[src/rtl/alu_arbiter.sv]
// Two-requester round-robin front end for a shared, mode-stateful ALU.
// Tracks ALU mode, inserts a SUB detour for unreachable ops, returns results.
module alu_arbiter #(
    parameter int ALU_LAT = 2
) (
    input  logic        clk_p_i,
    input  logic        reset_p_i,

    input  logic        req0_valid_i,
    output logic        req0_ready_o,
    input  logic [7:0]  req0_a_i,
    input  logic [7:0]  req0_b_i,
    input  logic [2:0]  req0_op_i,

    input  logic        req1_valid_i,
    output logic        req1_ready_o,
    input  logic [7:0]  req1_a_i,
    input  logic [7:0]  req1_b_i,
    input  logic [2:0]  req1_op_i,

    output logic [7:0]  alu_a_o,
    output logic [7:0]  alu_b_o,
    output logic [2:0]  alu_inst_o,
    input  logic [15:0] alu_data_i,

    output logic        rsp_valid_o,
    output logic        rsp_id_o,
    output logic [15:0] rsp_data_o,
    output logic        rsp_err_o
);

    typedef enum logic [2:0] {
        S_IDLE,
        S_DETOUR,
        S_ISSUE,
        S_WAIT,
        S_RESP
    } state_t;

    localparam logic [2:0] OP_ADD  = 3'b000;
    localparam logic [2:0] OP_SUB  = 3'b001;
    localparam logic [2:0] OP_MUL  = 3'b010;
    localparam logic [2:0] OP_DIV  = 3'b011;
    localparam logic [2:0] OP_NOT  = 3'b100;
    localparam logic [2:0] OP_XOR  = 3'b101;
    localparam logic [2:0] OP_ABS  = 3'b110;
    localparam logic [2:0] OP_HOLD = 3'b111;

    // Counter spans the cycles between ISSUE and the sampling cycle.
    localparam int CW = (ALU_LAT > 2) ? $clog2(ALU_LAT) : 1;
    localparam logic [CW-1:0] WAIT_LAST = CW'((ALU_LAT >= 2) ? ALU_LAT - 2 : 0);

    // Which ops the ALU can switch to directly from its current mode.
    function automatic logic reachable(input logic [2:0] mode,
                                       input logic [2:0] op);
        logic [7:0] mask;
        mask = 8'h00;
        case (mode)
            OP_ADD:  mask = 8'b0111_1111;
            OP_SUB:  mask = 8'b0111_1111;
            OP_MUL:  mask = 8'b0010_1111;
            OP_DIV:  mask = 8'b0100_1011;
            OP_NOT:  mask = 8'b0011_0010;
            OP_XOR:  mask = 8'b0010_0111;
            OP_ABS:  mask = 8'b0110_0010;
            default: mask = 8'h00;
        endcase
        return mask[op];
    endfunction

    state_t state_q, state_d;

    logic [2:0]    mode_q;
    logic          last_q;
    logic [CW-1:0] cnt_q;

    logic [2:0] pend_op_q;
    logic [7:0] pend_a_q;
    logic [7:0] pend_b_q;
    logic       pend_id_q;

    logic       gnt0, gnt1, accept;
    logic [2:0] acc_op;
    logic [7:0] acc_a, acc_b;
    logic [2:0] iss_op;
    logic [7:0] iss_a, iss_b;
    logic       err_rsp;

    // Round-robin grant: a lone requester wins, ties go to the one not served last.
    always_comb begin
        gnt0 = 1'b0;
        gnt1 = 1'b0;
        if (state_q == S_IDLE) begin
            gnt0 = req0_valid_i && (!req1_valid_i || last_q);
            gnt1 = req1_valid_i && (!req0_valid_i || !last_q);
        end
        accept = gnt0 | gnt1;
        acc_op = gnt1 ? req1_op_i : req0_op_i;
        acc_a  = gnt1 ? req1_a_i  : req0_a_i;
        acc_b  = gnt1 ? req1_b_i  : req0_b_i;
    end

    assign req0_ready_o = gnt0;
    assign req1_ready_o = gnt1;

    // Operands for the next ALU issue: fresh from the winner in IDLE, else latched.
    always_comb begin
        iss_op = pend_op_q;
        iss_a  = pend_a_q;
        iss_b  = pend_b_q;
        if (state_q == S_IDLE) begin
            iss_op = acc_op;
            iss_a  = acc_a;
            iss_b  = acc_b;
        end
    end

    // Next-state logic for the single-transaction sequencer.
    always_comb begin
        state_d = state_q;
        err_rsp = 1'b0;
        case (state_q)
            S_IDLE: begin
                if (accept) begin
                    if (acc_op == OP_HOLD) begin
                        err_rsp = 1'b1;
                    end else if (reachable(mode_q, acc_op)) begin
                        state_d = S_ISSUE;
                    end else begin
                        state_d = S_DETOUR;
                    end
                end
            end
            S_DETOUR: state_d = S_ISSUE;
            S_ISSUE: begin
                if (ALU_LAT == 1) begin
                    state_d = S_RESP;
                end else begin
                    state_d = S_WAIT;
                end
            end
            S_WAIT: begin
                if (cnt_q == WAIT_LAST) begin
                    state_d = S_RESP;
                end
            end
            S_RESP:  state_d = S_IDLE;
            default: state_d = S_IDLE;
        endcase
    end

    // State register.
    always_ff @(posedge clk_p_i) begin
        if (reset_p_i) begin
            state_q <= S_IDLE;
        end else begin
            state_q <= state_d;
        end
    end

    // Latch the accepted request and track the last-served requester.
    always_ff @(posedge clk_p_i) begin
        if (reset_p_i) begin
            pend_op_q <= OP_ADD;
            pend_a_q  <= 8'h00;
            pend_b_q  <= 8'h00;
            pend_id_q <= 1'b0;
            last_q    <= 1'b1;
        end else if (accept) begin
            pend_op_q <= acc_op;
            pend_a_q  <= acc_a;
            pend_b_q  <= acc_b;
            pend_id_q <= gnt1;
            last_q    <= gnt1;
        end
    end

    // Drive the ALU and keep the mode mirror in step with what was issued.
    always_ff @(posedge clk_p_i) begin
        if (reset_p_i) begin
            alu_inst_o <= OP_HOLD;
            alu_a_o    <= 8'h00;
            alu_b_o    <= 8'h00;
            mode_q     <= OP_ADD;
        end else begin
            alu_inst_o <= OP_HOLD;
            if (state_d == S_DETOUR) begin
                alu_inst_o <= OP_SUB;
                alu_a_o    <= iss_a;
                alu_b_o    <= iss_b;
                mode_q     <= OP_SUB;
            end else if (state_d == S_ISSUE) begin
                alu_inst_o <= iss_op;
                alu_a_o    <= iss_a;
                alu_b_o    <= iss_b;
                mode_q     <= iss_op;
            end
        end
    end

    // Latency counter for the WAIT phase.
    always_ff @(posedge clk_p_i) begin
        if (reset_p_i) begin
            cnt_q <= '0;
        end else if (state_q == S_WAIT) begin
            cnt_q <= cnt_q + CW'(1);
        end else begin
            cnt_q <= '0;
        end
    end

    // Response pulse: ALU result after RESP, or an immediate error for op 111.
    always_ff @(posedge clk_p_i) begin
        if (reset_p_i) begin
            rsp_valid_o <= 1'b0;
            rsp_err_o   <= 1'b0;
            rsp_data_o  <= 16'h0000;
            rsp_id_o    <= 1'b0;
        end else begin
            rsp_valid_o <= 1'b0;
            rsp_err_o   <= 1'b0;
            if (state_q == S_RESP) begin
                rsp_valid_o <= 1'b1;
                rsp_data_o  <= alu_data_i;
                rsp_id_o    <= pend_id_q;
            end else if (err_rsp) begin
                rsp_valid_o <= 1'b1;
                rsp_err_o   <= 1'b1;
                rsp_data_o  <= 16'h0000;
                rsp_id_o    <= gnt1;
            end
        end
    end

endmodule

[config.mk]
export PLATFORM = sky130hd
export DESIGN_NAME = alu_arbiter
export DESIGN_NICKNAME = d
export VERILOG_FILES = /design/src/rtl/alu_arbiter.sv
export SDC_FILE = /design/constraint.sdc
export NUM_CORES = 1
export LEC_CHECK = 0
export CAP_MARGIN = 0
export CORE_UTILIZATION = 45
export DETAILED_ROUTE_END_ITERATION = 8
export PLACE_DENSITY = 0.89
export SYNTH_ARGS = -nofsm -noshare
export SYNTH_HDL_FRONTEND = slang
export SYNTH_SLANG_ARGS = --single-unit
[constraint.sdc]
create_clock -name clk_p_i -period 5.21 [get_ports clk_p_i]
set_input_delay 1.563 -clock clk_p_i [delete_from_list [all_inputs] [get_ports clk_p_i]]
set_output_delay 1.563 -clock clk_p_i [all_outputs]
set_load 0.1 [all_outputs]
# After elaboration in Yosys (flattened, before gate mapping)
# Cells that the tools add are included.
# op_classes
n_addsub	1
magnitude_cmp	1
eq_ne	13
muxes	36
bitwise	3
n_reduce_logical	16
# ops
operator	n
two-way mux 8 bit	11
one-hot mux 7 bit (6 select lines)	1
two-way mux 16 bit	2
two-way mux 3 bit	7
== test 3 x 2 -> 1 bit (second input constant)	5
== test 3 bit (second input constant)	5
two-way mux 1 bit	12
one-hot mux 3 bit (4 select lines)	1
== test 3 x 1 -> 1 bit (second input constant)	3
OR reduction 2 bit	4
zero test 3 bit	2
< comparator 3 x 4 -> 1 bit (second input constant)	1
nonzero test 2 bit	2
binary-select mux 1 bit (select 3 bit)	1
zero test 1 bit	3
OR reduction 3 bit	1
logical AND 1 bit	2
logical OR 1 bit	2
two-way mux 2 bit	1
inverter 1 bit	2
adder 1 bit (second input constant)	1
bitwise OR 1 bit	1
# word_totals
regBits	66
output_inout_bits	40
word_cells	87

# Longest topological paths before layout
# depth
depth_word	18
depth_mapped	10
mapped_depth_nobuf	8

# Least setup slack after synthesis
# OpenSTA, ideal clock, no wires.
# synth_timing
kind	input to output
from	in req0_valid_i
to	out req0_ready_o
arrival_ns	3.084
path_slack_ns	0.563
path_stages	2
cell_sequence	nand2_1 a21oi_1
# synth_via
elab_chain_cells	2
# synth_rtl
element	line_no	text
start: declaration	9	input logic req0_valid_i,
logical AND 1 bit	94	gnt0 = req0_valid_i && (!req1_valid_i || last_q);
two-way mux 1 bit	93	if (state_q == S_IDLE) begin
end: declaration	10	output logic req0_ready_o,
# Every way passes these cells.

# Worst setup path after layout
# layout_timing
from	in req1_valid_i
to	out req1_ready_o
# layout_via
elab_chain_cells	2
# layout_rtl
element	line_no	text
start: declaration	15	input logic req1_valid_i,
logical AND 1 bit	95	gnt1 = req1_valid_i && (!req0_valid_i || !last_q);
two-way mux 1 bit	93	
end: declaration	16	output logic req1_ready_o,
# Every way passes these cells.

==> results.json <==
{
  "rr_worst_depth": 8,
  "area_growth_syn_to_layout_pct": 41.04,
  "max_freq_ghz": 0.2250,
  "design.core.area_um2": 6756,
  "status": "finished, final reports clean",
  "synth_xor_area_share_pct": 0,
  "synth_top_family_by_area": "compound AO/OA/AOI/OAI gates",
  "io_pins": 98,
  "setup_viol": 0,
  "h-tree-depth": 3,
  "clock-sinks": 66,
  "cts.clk_slew.worst_paths_ns": 0.07,
  "wl_per_cell_um": 15.82,
  "cts_buffers": 9,
  "synth_adder_area_share_pct": 0,
  "root_buffer": "clkbuf_8",
  "worstPathMaxFanout": 6,
  "die_w_um": 85.49,
  "hold_viol_final": 0,
  "ir_drop_mv": 0.3713,
  "port_buffers": 97,
  "grt_pass1_vias": 2872,
  "synthTopCellsByArea": "dfxtp_1 42%, mux2i_1 11%, a211oi_1 5.5%",
  "synthSimpleGateAreaFrac_pct": 19.63,
  "ctsHoldBuffers": 0,
  "ys_seq_area_share_pct": 42.12,
  "synth.distinct_cells": 47,
  "drt_first_pass_iters": 5,
  "grt_max_degree": 48,
  "finish.utilization_pct": 65.48,
  "synthFlopType": "dfxtp_1",
  "n_antenna_cell": 0,
  "syn-num-nets": 418,
  "layout-drive-gt1-share_pct": 8.222,
  "synth_compound_area_share_pct": 22.50,
  "tightest_slew_ns": 1.003,
  "netlist_area_um2": 3137,
  "synthCells": 360,
  "syn_avg_cell_area_um2": 8.713,
  "power.density_nw_per_um2": 631.9,
  "startpoint_type": "input pin",
  "relSlewSlack_pct": 32.91,
  "die_area_um2": 7309,
  "ctsResizeCount": 0,
  "grt_pass1_wl_mm": 13.84,
  "async_flop_share_pct": 0,
  "skew_ns": 0.008799,
  "setup-tns-final_ns": 0,
  "fin_crit_sh_pct": 85.29,
  "num_rows": 30,
  "yosys_warnings": 0,
  "num_vias": 3017,
  "num-nets-final": 503,
  "clkLatencyLatePin_ns": 0.35,
  "critPathRequiredTime_ns": 3.65,
  "dp_hpwl_mm": 5.632,
  "synth_edf_count": 0,
  "hold_path_class": "reg2reg",
  "rsz0062_at_grt": "no",
  "die_h_um": 85.49,
  "postRouteWirelength_mm": 8.387,
  "viasPerCell": 5.692,
  "min_period_ns": 4.444,
  "cp.arrival_ns": 2.88,
  "ant_nets": 0,
  "grt_usage_pct": 23.91,
  "drtIter0Drc": 240,
  "start_util_pct": 46.43,
  "place.gp.congestion": 0.8650,
  "overflow": 0,
  "antenna_found_initial": 0,
  "cts_tree": "built",
  "crit_path_end_kind": "output port",
  "post-route-drc-count": 0,
  "p_leak_nw": 1.743,
  "post_cts_buffers": 0,
  "min_path_cells": 2,
  "ys_ff_latch": 66,
  "cts.path.max_buffers": 2,
  "finalMaxSlewViolations": 0,
  "synthMuxAreaShare_pct": 11.01,
  "drv_cap": 0,
  "synth_top_area_share_pct": 42.12,
  "path_class": "in2out",
  "timing.reg2reg.setup_slack_ns": 2.15,
  "yosysTopAreaCell": "dfxtp_1"
}
## state kept, by name, summed over array words and instances (netlist names), 3 cells and up
| signal | count |
|---|---|
| rsp_data_o | 16 |
| alu_inst_o | 3 |
| state_q | 3 |
| mode_q | 3 |
| alu_a_o | 8 |
| alu_b_o | 8 |
| pend_a_q | 8 |
| pend_b_q | 8 |
| pend_op_q | 3 |
## cells in the mapped netlist (2+ instances only)
| cell type | instances |
|---|---|
| mux2i_1 | 33 |
| a211o_1 | 17 |
| buf_6 | 2 |
| and2_1 | 2 |
| o31ai_1 | 2 |
| nand2_1 | 22 |
| nand4b_1 | 2 |
| o21ai_0 | 10 |
| nand3_1 | 20 |
| inv_1 | 5 |
| nor2_1 | 46 |
| clkbuf_1 | 18 |
| a31oi_1 | 3 |
| or3_1 | 2 |
| buf_1 | 3 |
| nor4b_1 | 2 |
| o21bai_1 | 2 |
| dfxtp_1 | 66 |
| a21oi_1 | 25 |
| o21ai_2 | 2 |
| nand2b_1 | 20 |
| a211oi_1 | 23 |
| buf_2 | 5 |
| nor3_1 | 5 |
## worst paths after layout
path                                 endpoint           from
worst max-delay path             req1_ready_o   req1_valid_i
worst min-delay path            rsp_data_o[9]  rsp_data_o[9]
worst max register to register       rsp_id_o     state_q[0]
worst min register to register  rsp_data_o[9]  rsp_data_o[9]
## routing by layer
layer	routed length [µm]	share of wire (%)	track usage (%)	vias to the layer above
li1	-	-	-	1459
met1	3517	42	29.72	1419
met2	4211	50	39.78	118
met3	437	5.2	4.524	21
met4	221	2.6	11.97	0
met5	0	0	0	-
## kinds of logic after synthesis
| group | Yosys count |
|---|---|
| and+or+nand+nor | 127 |
| AOI/OAI and AO/OA | 99 |
| DFF | 66 |
| muxes | 34 |
| buffers and inverters | 34 |
## cell usage in the layout (no fill, tap or decap), types with 9 or more instances in the layout
cell type,n
mux2i_1,33
nand2b_1,20
a21oi_1,25
a211o_1,17
a211oi_1,23
dfxtp_1,66
clkdlybuf4s50_1,94
clkbuf_8,9
nand2_1,22
nand3_1,20
nor2_1,45
o21ai_0,10
## critical path, cell delays in order
cell	delay (ns)
clkdlybuf4s50_1	0.55
a21boi_2	0.33
nand2_2	0.10
inv_2	0.15
buf_12	0.19
## metrics by stage
| stage | cell area, µm² | hold slack, ns | power [mW] | cells | setup WS, ns |
|---|---|---|---|---|---|
| 2_1_floorplan | 3137 | 0.4508 | 1.851 | 360 | 0.5628 |
| 3_3_place_gp | 4136 | 0.4532 | 2.136 | 514 | 0.8380 |
| 3_5_place_dp | 4136 | 0.4613 | 2.164 | 514 | 0.7783 |
| 4_1_cts | 4424 | 0.4712 | 2.796 | 530 | 0.7808 |
| 5_1_grt | 4424 | 0.4916 | 2.932 | 530 | 0.6669 |
| 6_report | 4424 | 0.4709 | 2.796 | 530 | 0.7664 |
## report_power, final
group / switching [mW] / total, mW / internal (mW)
clock: 0.202 / 0.618 / 0.415
combinational: 0.965 / 1.44 / 0.471
sequential: 0.0965 / 0.741 / 0.645
## cell type report
cell class                 count  area, µm²
fill                         544       2332
multi-input combinational    260       1669
sequential                    66       1321
timing repair buffer         102       1023
clock inverter                 7      163.9
clock buffer                   9      123.9
tap                           80      100.1
inverter                       6      22.52
Note: power is estimated with default switching activity, not from simulation.
